==> config.mk <==
export PLATFORM = sky130hd
export DESIGN_NAME = branch_predictor_ras
export DESIGN_NICKNAME = d
export VERILOG_FILES = /design/src/rtl/branch_predictor_ras.sv
export SDC_FILE = /design/constraint.sdc
export NUM_CORES = 2
export LEC_CHECK = 0
export BUFFER_PORTS_ARGS = -buffer_cell sky130_fd_sc_hd__buf_4
export CORE_ASPECT_RATIO = 0.75
export CORE_UTILIZATION = 55
export CTS_BUF_LIST = sky130_fd_sc_hd__clkbuf_4
export CTS_CLUSTER_SIZE = 40
export DETAILED_ROUTE_END_ITERATION = 7
export PLACE_DENSITY_LB_ADDON = 0.25
export SYNTH_ARGS = -nofsm -noshare
export SYNTH_HDL_FRONTEND = slang
export SYNTH_SLANG_ARGS = --single-unit
==> constraint.sdc <==
create_clock -name clk -period 5.65 [get_ports clk]
set_input_delay 0.565 -clock clk [delete_from_list [all_inputs] [get_ports clk]]
set_output_delay 0.565 -clock clk [all_outputs]
set_load 0.005 [all_outputs]
==> src/rtl/branch_predictor_ras.sv <==
// branch_predictor_ras: direct-mapped BTB with per-entry saturating direction
// counters and a return-address stack. Lookup is combinational from the
// fetch PC; training and RAS push/pop happen at resolution in execute.
module branch_predictor_ras #(
  parameter int ENTRIES   = 16,
  parameter int CNT_BITS  = 2,
  parameter int RAS_DEPTH = 4
) (
  input  logic                         clk,
  input  logic                         rst_n,
  input  logic                         if_valid,
  input  logic [31:0]                  if_pc,
  output logic                         pred_valid,
  output logic                         pred_taken,
  output logic [31:0]                  pred_target,
  input  logic                         ex_update,
  input  logic [31:0]                  ex_pc,
  input  logic [31:0]                  ex_target,
  input  logic                         ex_taken,
  input  logic                         ex_is_jump,
  input  logic                         ex_is_call,
  input  logic                         ex_is_ret,
  output logic [$clog2(RAS_DEPTH):0]   ras_count
);

  localparam int IDX   = $clog2(ENTRIES);
  localparam int TAG_W = 30 - IDX;
  localparam int RP    = $clog2(RAS_DEPTH);

  localparam logic [1:0] KIND_BRANCH = 2'd0;
  localparam logic [1:0] KIND_JUMP   = 2'd1;
  localparam logic [1:0] KIND_RET    = 2'd2;

  // Weakly taken / weakly not-taken sit just either side of the counter MSB.
  localparam logic [CNT_BITS-1:0] CNT_WT   = CNT_BITS'(2 ** (CNT_BITS - 1));
  localparam logic [CNT_BITS-1:0] CNT_WNT  = CNT_BITS'(2 ** (CNT_BITS - 1) - 1);
  localparam logic [CNT_BITS-1:0] CNT_MAX  = CNT_BITS'(2 ** CNT_BITS - 1);
  localparam logic [CNT_BITS-1:0] CNT_ZERO = CNT_BITS'(0);
  localparam logic [CNT_BITS-1:0] CNT_ONE  = CNT_BITS'(1);

  localparam logic [RP:0]   RAS_FULL  = (RP + 1)'(RAS_DEPTH);
  localparam logic [RP:0]   RAS_EMPTY = (RP + 1)'(0);
  localparam logic [RP:0]   RAS_ONE   = (RP + 1)'(1);
  localparam logic [RP-1:0] PTR_ONE   = RP'(1);

  // BTB storage
  logic                valid_r  [ENTRIES];
  logic [TAG_W-1:0]    tag_r    [ENTRIES];
  logic [31:0]         target_r [ENTRIES];
  logic [CNT_BITS-1:0] cnt_r    [ENTRIES];
  logic [1:0]          kind_r   [ENTRIES];

  // RAS storage: ras_top_r addresses the most recent return address
  logic [31:0]         ras_mem_r [RAS_DEPTH];
  logic [RP-1:0]       ras_top_r;
  logic [RP:0]         ras_count_r;

  // Lookup-side decode
  logic [IDX-1:0]      lk_idx_s;
  logic [TAG_W-1:0]    lk_tag_s;
  logic                lk_hit_s;
  logic [31:0]         lk_seq_s;
  logic                lk_cnt_msb_s;
  logic                ras_nonempty_s;

  // Update-side decode
  logic [IDX-1:0]      up_idx_s;
  logic [TAG_W-1:0]    up_tag_s;
  logic                up_hit_s;
  logic                up_alloc_s;
  logic [1:0]          up_kind_s;
  logic [CNT_BITS-1:0] up_cnt_cur_s;
  logic [CNT_BITS-1:0] up_cnt_next_s;
  logic [31:0]         ret_addr_s;
  logic                push_s;
  logic                pop_s;
  logic [RP-1:0]       ras_top_inc_s;
  logic [RP-1:0]       ras_top_dec_s;

  assign lk_idx_s       = if_pc[IDX+1:2];
  assign lk_tag_s       = if_pc[31:IDX+2];
  assign lk_hit_s       = if_valid & valid_r[lk_idx_s] & (tag_r[lk_idx_s] == lk_tag_s);
  assign lk_seq_s       = if_pc + 32'd4;
  assign lk_cnt_msb_s   = cnt_r[lk_idx_s][CNT_BITS-1];
  assign ras_nonempty_s = (ras_count_r != RAS_EMPTY);

  assign up_idx_s       = ex_pc[IDX+1:2];
  assign up_tag_s       = ex_pc[31:IDX+2];
  assign up_hit_s       = valid_r[up_idx_s] & (tag_r[up_idx_s] == up_tag_s);
  assign up_alloc_s     = ~up_hit_s & (ex_taken | ex_is_jump);
  assign up_cnt_cur_s   = cnt_r[up_idx_s];
  assign ret_addr_s     = ex_pc + 32'd4;
  assign push_s         = ex_update & ex_is_call;
  assign pop_s          = ex_update & ex_is_ret;
  assign ras_top_inc_s  = ras_top_r + PTR_ONE;
  assign ras_top_dec_s  = ras_top_r - PTR_ONE;

  assign ras_count      = ras_count_r;

  // Fetch-side prediction from the current (pre-update) table and RAS top
  always_comb begin
    pred_valid  = 1'b0;
    pred_taken  = 1'b0;
    pred_target = lk_seq_s;
    if (lk_hit_s) begin
      pred_valid = 1'b1;
      case (kind_r[lk_idx_s])
        KIND_BRANCH: begin
          pred_taken = lk_cnt_msb_s;
          if (lk_cnt_msb_s) begin
            pred_target = target_r[lk_idx_s];
          end else begin
            pred_target = lk_seq_s;
          end
        end
        KIND_JUMP: begin
          pred_taken  = 1'b1;
          pred_target = target_r[lk_idx_s];
        end
        KIND_RET: begin
          pred_taken = 1'b1;
          if (ras_nonempty_s) begin
            pred_target = ras_mem_r[ras_top_r];
          end else begin
            pred_target = target_r[lk_idx_s];
          end
        end
        default: begin
          pred_taken  = 1'b0;
          pred_target = lk_seq_s;
        end
      endcase
    end else begin
      pred_valid  = 1'b0;
      pred_taken  = 1'b0;
      pred_target = lk_seq_s;
    end
  end

  // Kind of the resolved instruction: return wins over jump, else branch
  always_comb begin
    up_kind_s = KIND_BRANCH;
    if (ex_is_ret) begin
      up_kind_s = KIND_RET;
    end else if (ex_is_jump) begin
      up_kind_s = KIND_JUMP;
    end else begin
      up_kind_s = KIND_BRANCH;
    end
  end

  // Saturating step of the indexed direction counter
  always_comb begin
    up_cnt_next_s = up_cnt_cur_s;
    if (ex_taken) begin
      if (up_cnt_cur_s != CNT_MAX) begin
        up_cnt_next_s = up_cnt_cur_s + CNT_ONE;
      end else begin
        up_cnt_next_s = up_cnt_cur_s;
      end
    end else begin
      if (up_cnt_cur_s != CNT_ZERO) begin
        up_cnt_next_s = up_cnt_cur_s - CNT_ONE;
      end else begin
        up_cnt_next_s = up_cnt_cur_s;
      end
    end
  end

  // BTB training: refresh on hit, allocate on taken/jump miss, else untouched
  always_ff @(posedge clk or negedge rst_n) begin
    if (!rst_n) begin
      for (int i = 0; i < ENTRIES; i++) begin
        valid_r[i]  <= 1'b0;
        tag_r[i]    <= {TAG_W{1'b0}};
        target_r[i] <= 32'h0000_0000;
        cnt_r[i]    <= CNT_WNT;
        kind_r[i]   <= KIND_BRANCH;
      end
    end else if (ex_update) begin
      if (up_hit_s) begin
        if (kind_r[up_idx_s] == KIND_BRANCH) begin
          cnt_r[up_idx_s] <= up_cnt_next_s;
        end
        if (ex_taken) begin
          target_r[up_idx_s] <= ex_target;
        end
        kind_r[up_idx_s] <= up_kind_s;
      end else if (up_alloc_s) begin
        valid_r[up_idx_s]  <= 1'b1;
        tag_r[up_idx_s]    <= up_tag_s;
        target_r[up_idx_s] <= ex_target;
        cnt_r[up_idx_s]    <= CNT_WT;
        kind_r[up_idx_s]   <= up_kind_s;
      end
    end
  end

  // Return-address stack: circular, overwrites oldest when full, ignores pop when empty
  always_ff @(posedge clk or negedge rst_n) begin
    if (!rst_n) begin
      for (int i = 0; i < RAS_DEPTH; i++) begin
        ras_mem_r[i] <= 32'h0000_0000;
      end
      ras_top_r   <= {RP{1'b0}};
      ras_count_r <= RAS_EMPTY;
    end else if (push_s && pop_s) begin
      ras_mem_r[ras_top_r] <= ret_addr_s;
    end else if (push_s) begin
      ras_top_r                <= ras_top_inc_s;
      ras_mem_r[ras_top_inc_s] <= ret_addr_s;
      if (ras_count_r != RAS_FULL) begin
        ras_count_r <= ras_count_r + RAS_ONE;
      end
    end else if (pop_s && ras_nonempty_s) begin
      ras_top_r   <= ras_top_dec_s;
      ras_count_r <= ras_count_r - RAS_ONE;
    end
  end

endmodule

Yosys cells after proc, flatten, opt, wreduce, memory -nomap -nowiden
Cells that the tools add are included.
Word-level totals
  input bits: 104
  logic and storage cells: 221
  flip-flop bits (word level): 1141
  output and inout port bits: 37
Operators by class
  equality and inequality tests: 9
  bitwise logic cells: 17
  order comparisons: 7
  multiplexer cells: 75
  add/subtract/negate cells: 8
  reductions and logical operators: 19
Operators with widths (number)
  $mux W512: 3
  $bwmux W512: 1
  $mux W32: 15
  $bwmux W416: 1
  $bwmux W128: 2
  $mux W128: 2
  $bmux W26 S4: 2
  $mux W26: 5
  $bmux W32 S4: 1
  $demux W32 S2: 2
  $demux W32 S4: 1
  $demux W26 S4: 1
  $pmux W32 S3: 1
  $add A32 B3 Y32 const B: 2
  $bmux W32 S2: 1
  $bwmux W32: 2
  $eq A26 B26 Y1: 2
  $bmux W2 S4: 4
  $or A16 B16 Y16: 2
  $mux W2: 15
  $and A16 B16 Y16: 1
  $not A16 Y16: 1
  $reduce_and A3 Y1: 4
  $ge A5 B5 Y1 const B: 2
  29 further kinds: 62

Logic depth before layout (Yosys ltp)
  word-level depth: 10
  mapped depth: 17

Least setup slack after synthesis
Ideal clock, no wire load.
  kind: input-to-output
  from: in if_pc[2]
  to: out pred_target[0]
  data required time: 5.085 ns
  arrival time: 5.206 ns
  path buffers: 7
  path slack: -0.121 ns
  stages: 13
  cells stage by stage: clkbuf_1 -> buf_2 -> buf_2 -> clkbuf_1 -> buf_1 -> buf_1 -> mux4_2 -> mux4_2 -> ha_1 -> nor3_1 -> o21ai_1 -> clkbuf_1 -> a22o_1
On the way
  word-level cells in the longest chain between the ends: 7
  elaborated cells on any way between the ends: 26
  classes of those cells: 3 x eq/ne; 19 x mux; 3 x bitwise; 1 x reduce/logical
RTL lines
  start, declared: line 12  | input logic [31:0] if_pc,
  $not A4 Y5 (not written as such) (*)
  $bmux W26 S4, or another cell as far along: line 82  | assign lk_hit_s = if_valid & valid_r[lk_idx_s] & (tag_r[lk_idx_s] == lk_tag_s);
  $mux W26 (not written as such), or another cell as far along (2 in series): line 82
  $eq A26 B26 Y1, or another cell as far along: line 82
  $and A1 B1 Y1 or $pmux W32 S3 (tied branches): line 82, 107
  $mux W32 (*): line 105  | if (lk_hit_s) begin
  end, declared: line 15  | output logic [31:0] pred_target,
Mark *: on every way between the ends. The rest lies on a longest branch, timed or not. The select of a mux whose other input is x is not followed.

Final worst setup path
  from: reg tag_r[104] (netlist name)
  to: out pred_target[3]
On the way
  word-level cells in the longest chain between the ends: 6
RTL lines
  start, declared: line 48  | logic [TAG_W-1:0] tag_r [ENTRIES];
  start signal, assigned by index: line 175  | tag_r[i] <= {TAG_W{1'b0}};
  start signal, assigned by index: line 191  | tag_r[up_idx_s] <= up_tag_s;
  $bmux W26 S4: line 82
  $mux W26 (not written as such) (2 in series): line 82
  $eq A26 B26 Y1: line 82
  $and A1 B1 Y1: line 82
  $mux W32: line 105
Every way passes these cells. The select of a mux whose other input is x is not followed.

==> reports/qor.yml <==
status: "complete, no violations"
timing.fmax_mhz: 186.7
setup_violations: 0
ys_top_cells_by_area: "dfrtp_1, mux4_2, mux2_2, a32o_1, mux2i_1"
ant_nets: 0
synth-seq-cells: 1141
io_buffers: 140
clk_latency_ns: 1.29
skew_ns: 0.09202
syn2layout_area_growth_pct: 12.06
ys_seq_area_share_pct: 49.13
routed_wl_um: 174200
numCtsBuffers: 306
core_um2: 104000
detailedPlace.worstSlack_ns: 0.5540
postCtsSetupBuffers: 0
r2r-end: "target_r[214]"
cp-startpoint: "tag_r[104]"
drive_gt1_share_pct: 42.12
syn_inst: 4148
post_cts_resized: 0
synthDistinctLibCells: 70
cp_data_arrival_time_ns: 4.79
drc: 0
rows: 102
yosysTopAreaCellShare_pct: 48.41
die_y_um: 283.6
fin_crit_sh_pct: 94.79
yosys_warnings: 0
grt_pass1_wl_um: 262600
rsz0062_at_grt: "false"
ys.flop_type: "dfrtp_1"
synthArstFlopShare_pct: 100.0
powerDensity_nw_per_um2: 385.2
cts-root-buf: "clkbuf_4"
finalWorstSetupSlack_ns: 0.2946
cp_max_fo: 32
antenna_found_initial: 7
crit_end: "pred_target[3]"
dr.pass1.iters: 7
worstPathRequired_ns: 5.09
overflow: 0
critPathLaunchType: "register"
period_minus_slack_ns: 5.355
clk_path_buf_depth: 4
die_w_um: 377.5
syn_avg_cell_area_um2: 14.02
r2r_slack_ns: 1.29
ios: 141
hpwlAfterDp_um: 106000
synth_top_area_cell: "dfrtp_1"
nets: 4488
grt_usage_pct: 33.03
viasPerCell: 6.774
worstMarginPinSlew_ns: 1.336
cts_hold_buf: 67
worstRegToRegCells: 10
ir_drop_uv: 262.3
max_cap_viol_count: 0
grt_max_degree: 179
p_leak_nw: 27.74
r2r_start: "tag_r[232]"
clock-sinks: 1141
fin_setup_tns_ns: 0
num_vias: 40366
min_path_type: "primary input to asynchronous set/reset pin"
start_util_pct: 55.91
dieArea_um2: 107100
final-hold-violation-count: 0
finalWeightedCongestion: 0.8803
path_clk_slew_ns: 0.07
critical_path_class: "register to output port"
drt_iter0_drc: 4693
htreeDepth: 5
avgRoutedWirePerCell_um: 29.23
fin_hold_ws_ns: 0.1006
grt_pass1_vias: 40496
end_kind: "output port"
slew-limit-headroom_pct: 8.415
synth-edff-count: 0
synth_fp_nets: 4266
cts_tree: "yes"
drv_slew: 0
syn_area_um2: 58150
fin_util_pct: 62.66
## report_power, final
part | switching (W) | internal [W] | total (W)
combinational | 0.00303 | 0.00351 | 0.00654
sequential | 0.00134 | 0.0103 | 0.0116
clock | 0.00340 | 0.00355 | 0.00695
total | 0.00776 | 0.0173 | 0.0251
## layout by cell type, fill, tap and decap left out, types with 17 or more instances in the layout
cell	instances
buf_12	49
nand2_1	71
and3_1	26
xor2_1	69
a22oi_1	22
o21ai_4	17
and2_1	40
inv_1	74
mux4_2	420
dlygate4sd3_1	66
a32o_1	255
nor3_1	23
xnor2_1	54
a22o_1	43
mux2i_1	135
buf_4	219
nand3_1	72
mux2_2	710
o22ai_1	27
o21ai_0	61
nor2_1	150
dfrtp_1	1124
clkbuf_4	422
a21oi_1	132
clkinv_1	51
## per-stage QoR
stage	area (um^2)	total power, W	cells
floorplan	58160	0.01586	4148
global placement	60970	0.01780	5399
detailed placement	60970	0.01808	5399
CTS	65150	0.02506	5950
global route	65160	0.02630	5953
finish	65170	0.02510	5959
## worst min-delay path by stage
| stage | from | to | depth (start not counted) | slack, ns |
|---|---|---|---|---|
| after CTS | ex_target[14] | target_r[78] | 3 | 0.06 |
| final | rst_n | target_r[132] | 3 | 0.10 |
| after detailed placement | cnt_r[2] | cnt_r[2] | 2 | 0.46 |
| after global routing | ex_taken | target_r[510] | 3 | 0.12 |
| after floorplan | rst_n | cnt_r[11] | 0 | 0.27 |
| after global placement | cnt_r[4] | cnt_r[4] | 2 | 0.45 |
## layer usage
metal | vias to the layer above | share of wire (%) | track usage (%)
met2 | 2247 | 42 | 44.80
met3 | 317 | 13 | 12.59
li1 | 16477 | - | -
met4 | 11 | 2.2 | 9.858
met1 | 21314 | 42 | 49.13
met5 | - | 0.15 | 0
## kinds of logic (layout without fill, tap and decap cells)
group | count (synthesis) | after routing | synth area share (%)
multiplexers | 1280 | 1280 | 32.63
other | 0 | 9 | 0
buffers and inverters | 501 | 899 | 3.746
AO/OA/AOI/OAI | 607 | 607 | 8.258
XOR/XNOR | 123 | 123 | 1.852
adder cells (fa/ha/maj) | 16 | 16 | 0.3486
flip-flops | 1141 | 1141 | 49.13
AND/OR/NAND/NOR | 480 | 480 | 4.036
## cell usage after synthesis, types with 22 or more instances
master	count
dfrtp_1	1125
inv_1	74
xnor2_1	54
xor2_1	69
a22oi_1	22
nor2_1	155
o22ai_1	27
buf_1	91
o21ai_0	63
mux2i_1	135
buf_2	69
a32o_1	255
a22o_1	43
nand2_1	71
clkbuf_1	221
mux2_2	710
and3_1	26
mux4_2	420
nor3_1	25
buf_4	34
nand3_1	82
a21oi_1	132
and2_1	48
## state kept, by name, summed over array words and instances (netlist names)
| signal | flops |
|---|---|
| valid_r | 16 |
| kind_r | 32 |
| ras_mem_r | 128 |
| ras_count | 3 |
| target_r | 512 |
| tag_r | 416 |
| ras_top_r | 2 |
| cnt_r | 32 |
## critical path: stages, from the launching register on
cell and delay (ns):
dfrtp_1 0.37, mux4_2 0.24, mux2i_1 0.08, mux2i_1 1.06
xor2_1 0.15, nor4_1 0.32, nand3_1 0.20, nor3_2 0.24
o21ai_2 0.37, a22o_1 0.40, buf_4 0.14
## final cells by class
class                      count  area (um^2)
clock inverter                62        321.6
tap                         1404         1757
inverter                      75        281.5
timing repair buffer         340         3383
antenna                        9        22.52
clock buffer                 422         3168
fill                        7801        38840
sequential                  1141        28570
multi-input combinational   2506        27660
Note: power is estimated with default switching activity, not from simulation.
